--- src/rtl/scarf_pkg.sv ---
// Shared types for the oversampled SCARF SPI slave.
// FSM state encoding, SPI mode bundle and sample-edge helper.
package scarf_pkg;

  typedef enum logic [1:0] {
    IDLE,
    HDR,
    DATA
  } state_t;

  typedef struct packed {
    logic cpol;
    logic cpha;
  } spi_mode_t;

  // Leading edge is rising when CPOL=0, so sampling is on rising iff CPOL==CPHA.
  function automatic logic sample_rising(input spi_mode_t m);
    return m.cpol == m.cpha;
  endfunction

endpackage

--- src/rtl/synchronizer.sv ---
// Two-flop synchroniser for asynchronous pins into the clk domain.
// Reset value is parameterised so idle pin levels survive reset.
module synchronizer #(
  parameter int           W       = 1,
  parameter logic [W-1:0] RST_VAL = '0
) (
  input  logic         clk,
  input  logic         rst,
  input  logic [W-1:0] i_d,
  output logic [W-1:0] o_q
);

  logic [W-1:0] r_meta;
  logic [W-1:0] r_sync;

  always_ff @(posedge clk or posedge rst) begin
    if (rst) begin
      r_meta <= RST_VAL;
      r_sync <= RST_VAL;
    end else begin
      r_meta <= i_d;
      r_sync <= r_meta;
    end
  end

  assign o_q = r_sync;

endmodule

--- src/rtl/scarf_os.sv ---
// Oversampled SCARF SPI slave, all logic in the clk domain.
// Define SCARF_TIMEOUT_EN to add the idle-sclk abort and timeout port.
module scarf_os
  import scarf_pkg::*;
#(
  parameter int DATA_W      = 8,
  parameter int ID_W        = 7,
  parameter int IDX_W       = 8,
  parameter int CPOL        = 0,
  parameter int CPHA        = 0,
  parameter int SYNC_STAGES = 2,
  parameter int RD_LAT      = 2,
  parameter int TIMEOUT_CYC = 4096
) (
  input  logic              clk,
  input  logic              rst,
  input  logic              sclk,
  input  logic              mosi,
  input  logic              ss_n,
  output logic              miso,
  output logic              miso_oe,
  input  logic [DATA_W-1:0] read_data_in,
  output logic              rd_req,
  output logic [DATA_W-1:0] data_out,
  output logic              data_out_valid,
  output logic              data_out_finished,
  output logic [ID_W-1:0]   slave_id,
  output logic              rnw,
  output logic [IDX_W-1:0]  byte_index
`ifdef SCARF_TIMEOUT_EN
  ,
  output logic              timeout
`endif
);

  localparam spi_mode_t  MODE     = '{cpol: 1'(CPOL), cpha: 1'(CPHA)};
  localparam logic       SMP_RISE = sample_rising(MODE);
  localparam int         CNT_W    = (DATA_W > 1) ? $clog2(DATA_W) : 1;
  localparam logic [3:0] CAP_SEL  = 4'(1 << (RD_LAT - 1));
  localparam logic [2:0] PIN_RST  = {1'b1, 1'b0, 1'(CPOL)};

  logic [2:0] w_s2;
  logic [2:0] w_pins;

  synchronizer #(
    .W       (3),
    .RST_VAL (PIN_RST)
  ) u_sync (
    .clk (clk),
    .rst (rst),
    .i_d ({ss_n, mosi, sclk}),
    .o_q (w_s2)
  );

  generate
    if (SYNC_STAGES > 2) begin : g_ext
      logic [2:0] r_ext [SYNC_STAGES-2];
      always_ff @(posedge clk or posedge rst) begin
        if (rst) begin
          for (int i = 0; i < SYNC_STAGES - 2; i++)
            r_ext[i] <= PIN_RST;
        end else begin
          r_ext[0] <= w_s2;
          for (int i = 1; i < SYNC_STAGES - 2; i++)
            r_ext[i] <= r_ext[i-1];
        end
      end
      assign w_pins = r_ext[SYNC_STAGES-3];
    end else begin : g_direct
      assign w_pins = w_s2;
    end
  endgenerate

  state_t            r_state;
  logic              r_sclk_d;
  logic              r_ss_d;
  logic [CNT_W-1:0]  r_cnt;
  logic [DATA_W-2:0] r_rx;
  logic [DATA_W-1:0] r_tx;
  logic              r_miso;
  logic              r_oe;
  logic              r_rd_req;
  logic [2:0]        r_rd_pipe;
  logic [DATA_W-1:0] r_dout;
  logic              r_valid;
  logic              r_fin;
  logic [ID_W-1:0]   r_sid;
  logic              r_rnw;
  logic [IDX_W-1:0]  r_bidx;

  logic              w_sclk;
  logic              w_mosi;
  logic              w_ss;
  logic              w_rise;
  logic              w_fall;
  logic              w_smp;
  logic              w_shf;
  logic              w_ss_fall;
  logic              w_last;
  logic              w_cap;
  logic              w_to_hit;
  logic [DATA_W-1:0] w_word;

  assign w_sclk    = w_pins[0];
  assign w_mosi    = w_pins[1];
  assign w_ss      = w_pins[2];
  assign w_rise    = w_sclk & ~r_sclk_d;
  assign w_fall    = ~w_sclk & r_sclk_d;
  assign w_smp     = SMP_RISE ? w_rise : w_fall;
  assign w_shf     = SMP_RISE ? w_fall : w_rise;
  assign w_ss_fall = ~w_ss & r_ss_d;
  assign w_word    = {r_rx, w_mosi};
  assign w_last    = (r_cnt == CNT_W'(DATA_W - 1));
  // Capture fires RD_LAT edges after the edge that raised rd_req.
  assign w_cap     = |({r_rd_pipe, r_rd_req} & CAP_SEL);

`ifdef SCARF_TIMEOUT_EN
  localparam int TO_W = $clog2(TIMEOUT_CYC + 1);

  logic [TO_W-1:0] r_to_cnt;
  logic            r_timeout;

  assign w_to_hit = (r_state != IDLE) && !w_ss &&
                    (r_to_cnt == TO_W'(TIMEOUT_CYC - 1));

  always_ff @(posedge clk or posedge rst) begin
    if (rst) begin
      r_to_cnt  <= '0;
      r_timeout <= 1'b0;
    end else begin
      r_timeout <= w_to_hit;
      if (r_state == IDLE || w_rise || w_fall || w_to_hit)
        r_to_cnt <= '0;
      else
        r_to_cnt <= r_to_cnt + 1'b1;
    end
  end

  assign timeout = r_timeout;
`else
  assign w_to_hit = 1'b0;
`endif

  always_ff @(posedge clk or posedge rst) begin
    if (rst) begin
      r_state   <= IDLE;
      r_sclk_d  <= 1'(CPOL);
      r_ss_d    <= 1'b1;
      r_cnt     <= '0;
      r_rx      <= '0;
      r_tx      <= '0;
      r_miso    <= 1'b0;
      r_oe      <= 1'b0;
      r_rd_req  <= 1'b0;
      r_rd_pipe <= '0;
      r_dout    <= '0;
      r_valid   <= 1'b0;
      r_fin     <= 1'b1;
      r_sid     <= '0;
      r_rnw     <= 1'b0;
      r_bidx    <= '0;
    end else begin
      r_sclk_d  <= w_sclk;
      r_ss_d    <= w_ss;
      r_fin     <= w_ss;
      r_rd_req  <= 1'b0;
      r_valid   <= 1'b0;
      r_rd_pipe <= {r_rd_pipe[1:0], r_rd_req};
      // Deselect beats any sclk edge seen in the same cycle.
      if (w_ss || w_to_hit) begin
        r_state <= IDLE;
        r_oe    <= 1'b0;
        r_miso  <= 1'b0;
      end else begin
        case (r_state)
          IDLE: begin
            if (w_ss_fall) begin
              r_state <= HDR;
              r_cnt   <= '0;
              r_rx    <= '0;
              r_tx    <= '0;
              r_bidx  <= '0;
              r_oe    <= 1'b1;
            end
          end
          HDR, DATA: begin
            if (w_shf) begin
              r_miso <= r_tx[DATA_W-1];
              r_tx   <= r_tx << 1;
            end else if (w_cap && r_state == DATA) begin
              r_tx <= read_data_in;
              if (CPHA == 0)
                r_miso <= read_data_in[DATA_W-1];
            end
            if (w_smp) begin
              r_rx <= w_word[DATA_W-2:0];
              if (w_last) begin
                r_cnt <= '0;
                if (r_state == HDR) begin
                  r_sid    <= w_word[ID_W-1:0];
                  r_rnw    <= w_word[DATA_W-1];
                  r_rd_req <= w_word[DATA_W-1];
                  r_state  <= DATA;
                end else begin
                  r_dout   <= w_word;
                  r_valid  <= 1'b1;
                  r_bidx   <= r_bidx + 1'b1;
                  r_rd_req <= r_rnw;
                end
              end else begin
                r_cnt <= r_cnt + 1'b1;
              end
            end
          end
          default: r_state <= IDLE;
        endcase
      end
    end
  end

  assign miso              = r_miso;
  assign miso_oe           = r_oe;
  assign rd_req            = r_rd_req;
  assign data_out          = r_dout;
  assign data_out_valid    = r_valid;
  assign data_out_finished = r_fin;
  assign slave_id          = r_sid;
  assign rnw               = r_rnw;
  assign byte_index        = r_bidx;

endmodule
--- config.mk ---
export PLATFORM = sky130hd
export DESIGN_NAME = scarf_os
export DESIGN_NICKNAME = d
export VERILOG_FILES = /design/src/rtl/scarf_pkg.sv /design/src/rtl/synchronizer.sv /design/src/rtl/scarf_os.sv
export SDC_FILE = /design/constraint.sdc
export NUM_CORES = 1
export LEC_CHECK = 0
export BUFFER_PORTS_ARGS = -buffer_cell sky130_fd_sc_hd__buf_2
export CORE_UTILIZATION = 41
export CTS_CLUSTER_SIZE = 8
export DETAILED_ROUTE_END_ITERATION = 8
export PLACE_DENSITY = 0.75
export SYNTH_ARGS = -nofsm -noshare
export SYNTH_HDL_FRONTEND = slang
export SYNTH_SLANG_ARGS = --single-unit
--- constraint.sdc ---
create_clock -name clk -period 2.4 [get_ports clk]
set_input_delay 0.48 -clock clk [delete_from_list [all_inputs] [get_ports clk]]
set_output_delay 0.48 -clock clk [all_outputs]
set_load 0.1 [all_outputs]
==> results by group <==
Run status
  • Status: finished, final reports clean

Routing
  • Drt total wl: approximately 5000 microns
  • Post-route DRC: 0
  • Wirelength per Cell: ~14 microns
  • Drt pass-1 iters: 4
  • Vias: 1,837
  • DRT iter0 DRCs: 103
  • Routed vias/inst: around 5.2
  • Antenna viol nets, final: 0

Die
  • Core area: 0.00596 sq mm
  • Core Rows: 28
  • Die Y-Extent: 80.9 microns
  • Ports: 42
  • Die area: around 0.0066 sq mm
  • Starting Density: 0.429
  • Die Wd: around 80 microns

Worst setup path
  • Kind of critical path: register to register
  • Arr. time, crit path: between 2000 and 2500 ps
  • Critical Path Sink Type: register
  • Worst endpoint required time: between 2000 and 3000 ps
  • Critical Path Start Type: register
  • RR Startpoint: r_state[0]
  • CP max FO: 23
  • Reg2reg path depth: 7
  • R2R Path End: r_tx[2]
  • Reg-to-reg slack, setup: 210 ps

Timing
  • Worst clock skew: 8.66 ps
  • Setup ws final: approximately 210 ps
  • Final hold violation count: 0
  • Final Setup Violations: 0
  • Fmax: 456 MHz
  • RSZ-0062 raised after global routing: false
  • Worst Tran Pin Value: ~580 ps
  • Slew Limit Fails: 0
  • Setup Total Neg Slack: 0 ps
  • Post-route minimum period: 2190 ps
  • Tcrit/Tclk final: 0.913
  • Slew margin rel.: 0.611

Power
  • Worst vdd ir: 0.376 mV
  • Pwr dens: 841 mW/mm^2
  • Leakage power: 1.52 nW

Synth
  • Flop and latch count out of synthesis: 57
  • Total of warnings raised by yosys: 0
  • Post-synthesis cell area: about 0.0026 sq mm
  • Post-synth EDFFs: 0
  • Asr flop ratio synth: 1.00
  • Post-Syn Instances: ~230
  • Ys flop type: dfrtp_1
  • Avg Cell Area, Syn: 11.2 sq um
  • Register area share after synthesis: 0.560
  • Synth cell types: 40
  • Mapped Nets: between 200 and 300

Clocking
  • CTS Root Cell: clkbuf_8
  • CTS hold repair buffers: 0
  • Clk pin slew, worst setup/hold paths: 60 ps
  • Max H-tree Level: 3
  • CTS resizes: 0
  • Clock Latency Late Sink: 340 ps
  • Deepest clock path buffer count: 2
  • TritonCTS Buffers: 9
  • CTS tree: yes
  • Setup bufs post-CTS: 0
  • Clk sinks: 57

Cells and area
  • Fillers: 541
  • P&R area growth vs syn: 18.0%
  • Final non-filler cell area: 0.00302 sq mm
  • Layout cells sized above 1: 0.315
  • N_diodes: 0
  • # nets final: 297

Placed design
  • DP Worst Slack: 75.3 ps
  • Final HPWL DP: about 3500 microns
  • Area after DPL: 0.00286 sq mm
  • # port buffers: 41
  • Routability cong.: ~0.76

Global routing
  • Antenna violations before repair: 0
  • Total grt overflow: 0
  • First-pass GRT wire length: around 8400 microns
  • Gr usage total: 0.176
  • Largest net degree at the start of global routing: 32
  • Vias in the first global route: 1,777

Run
  • Max Cap Violations: 0

Min path
  • Worst min path class: primary input to async pin
-- kinds of logic after synthesis --
group / synth area share
multiplexers: 0.121
AND/OR/NAND/NOR: 0.150
adder cells (fa/ha/maj): 0.0490
buffers and inverters: 0.0250
AO/OA/AOI/OAI: 0.0950
flip-flops: 0.560
-- synth_stat cells, types with 2 or more instances --
master,count,share of area
a21oi_1,10,0.020
clkbuf_1,10,0.015
dfrtp_1,54,0.53
dfstp_2,3,0.031
ha_1,10,0.049
inv_1,3,0.0044
mux2_2,16,0.071
mux2_4,8,0.047
nand2_1,48,0.071
nand2b_1,4,0.0098
nand3_1,5,0.0098
nor2_1,6,0.0088
nor2b_1,3,0.0073
nor3_1,2,0.0039
nor4_1,3,0.0073
o211ai_1,3,0.0088
o21ai_0,13,0.025
o31ai_1,2,0.0059
or2_1,2,0.0049
or4_1,3,0.0088
-- stage by stage --
| step | hold WS (ps) | util | instances | power, mW |
|---|---|---|---|---|
| after floorplan | 331 | - | 228 | 1.64 |
| final | 201 | 0.506 | 354 | 2.54 |
| after global routing | 226 | 0.506 | 354 | 2.67 |
| after detailed placement | 338 | 0.479 | 338 | 1.82 |
| after CTS | 207 | 0.506 | 354 | 2.56 |
| after global placement | 333 | 0.479 | 338 | 1.79 |
-- where the power goes --
part / total, mW / leakage (nW) / internal (mW) / switching [mW]
clock network: 0.737 / 0.0774 / 0.372 / 0.366
registers: 1.13 / 0.769 / 1.06 / 0.0710
logic: 0.671 / 0.670 / 0.218 / 0.452
total: 2.54 / 1.52 / 1.65 / 0.889
-- critical path, cell delays in order, from the launching register on --
cell and delay (ps):
dfrtp_1 400, inv_1 110, ha_1 320, buf_4 260, nor2_1 80, nor3_1 130, o21a_1 370, mux2_2 390
-- registers in the layout (all words and copies together), names as in the netlist, 2 cells and up --
register	flops
byte_index	8
r_tx	8
r_state	2
r_cnt	3
u_sync.o_q	3
data_out	8
u_sync.r_meta	3
r_rx	7
slave_id	7
-- worst max path at each step --
stage                    start             to  depth (start not counted)
finish              r_state[0]        r_tx[2]                          7
global route        r_state[0]  byte_index[3]                          7
CTS                 r_state[0]    data_out[3]                          6
detailed placement  r_state[0]    data_out[3]                          6
global placement    r_state[0]    data_out[0]                          6
floorplan           r_state[0]    data_out[0]                          7
-- layout by cell type (no fill, tap or decap), types with 3 or more instances in the layout --
cell type  count
a21oi_1       10
buf_2         41
buf_4          4
clkbuf_1       4
clkbuf_8       9
dfrtp_1       54
dfstp_2        3
ha_1          10
mux2_2        16
mux2_4         8
nand2_1       48
nand2b_1       4
nand3_1        5
nor2_1         6
nor2b_1        3
nor4_1         3
o211ai_1       3
o21ai_0       13
or4_1          3
-- routing by layer --
layer	vias to the layer above	wire length (microns)	track usage
li1	892	-	-
met1	898	2280	0.223
met2	39	2350	0.276
met3	8	265	0.0562
met4	0	95	0.0750
met5	-	0	0
-- cell type report --
type                       count  area (sq um)  share of cell area
sequential                    57          1430               0.474
multi-input combinational    156          1060               0.353
timing repair buffer          46           255              0.0846
clock buffer                  13           139              0.0461
tap                           75          93.8              0.0311
clock inverter                 3          17.5             0.00581
inverter                       4          15.0             0.00498
No activity file was read; power rests on OpenSTA's default activity.
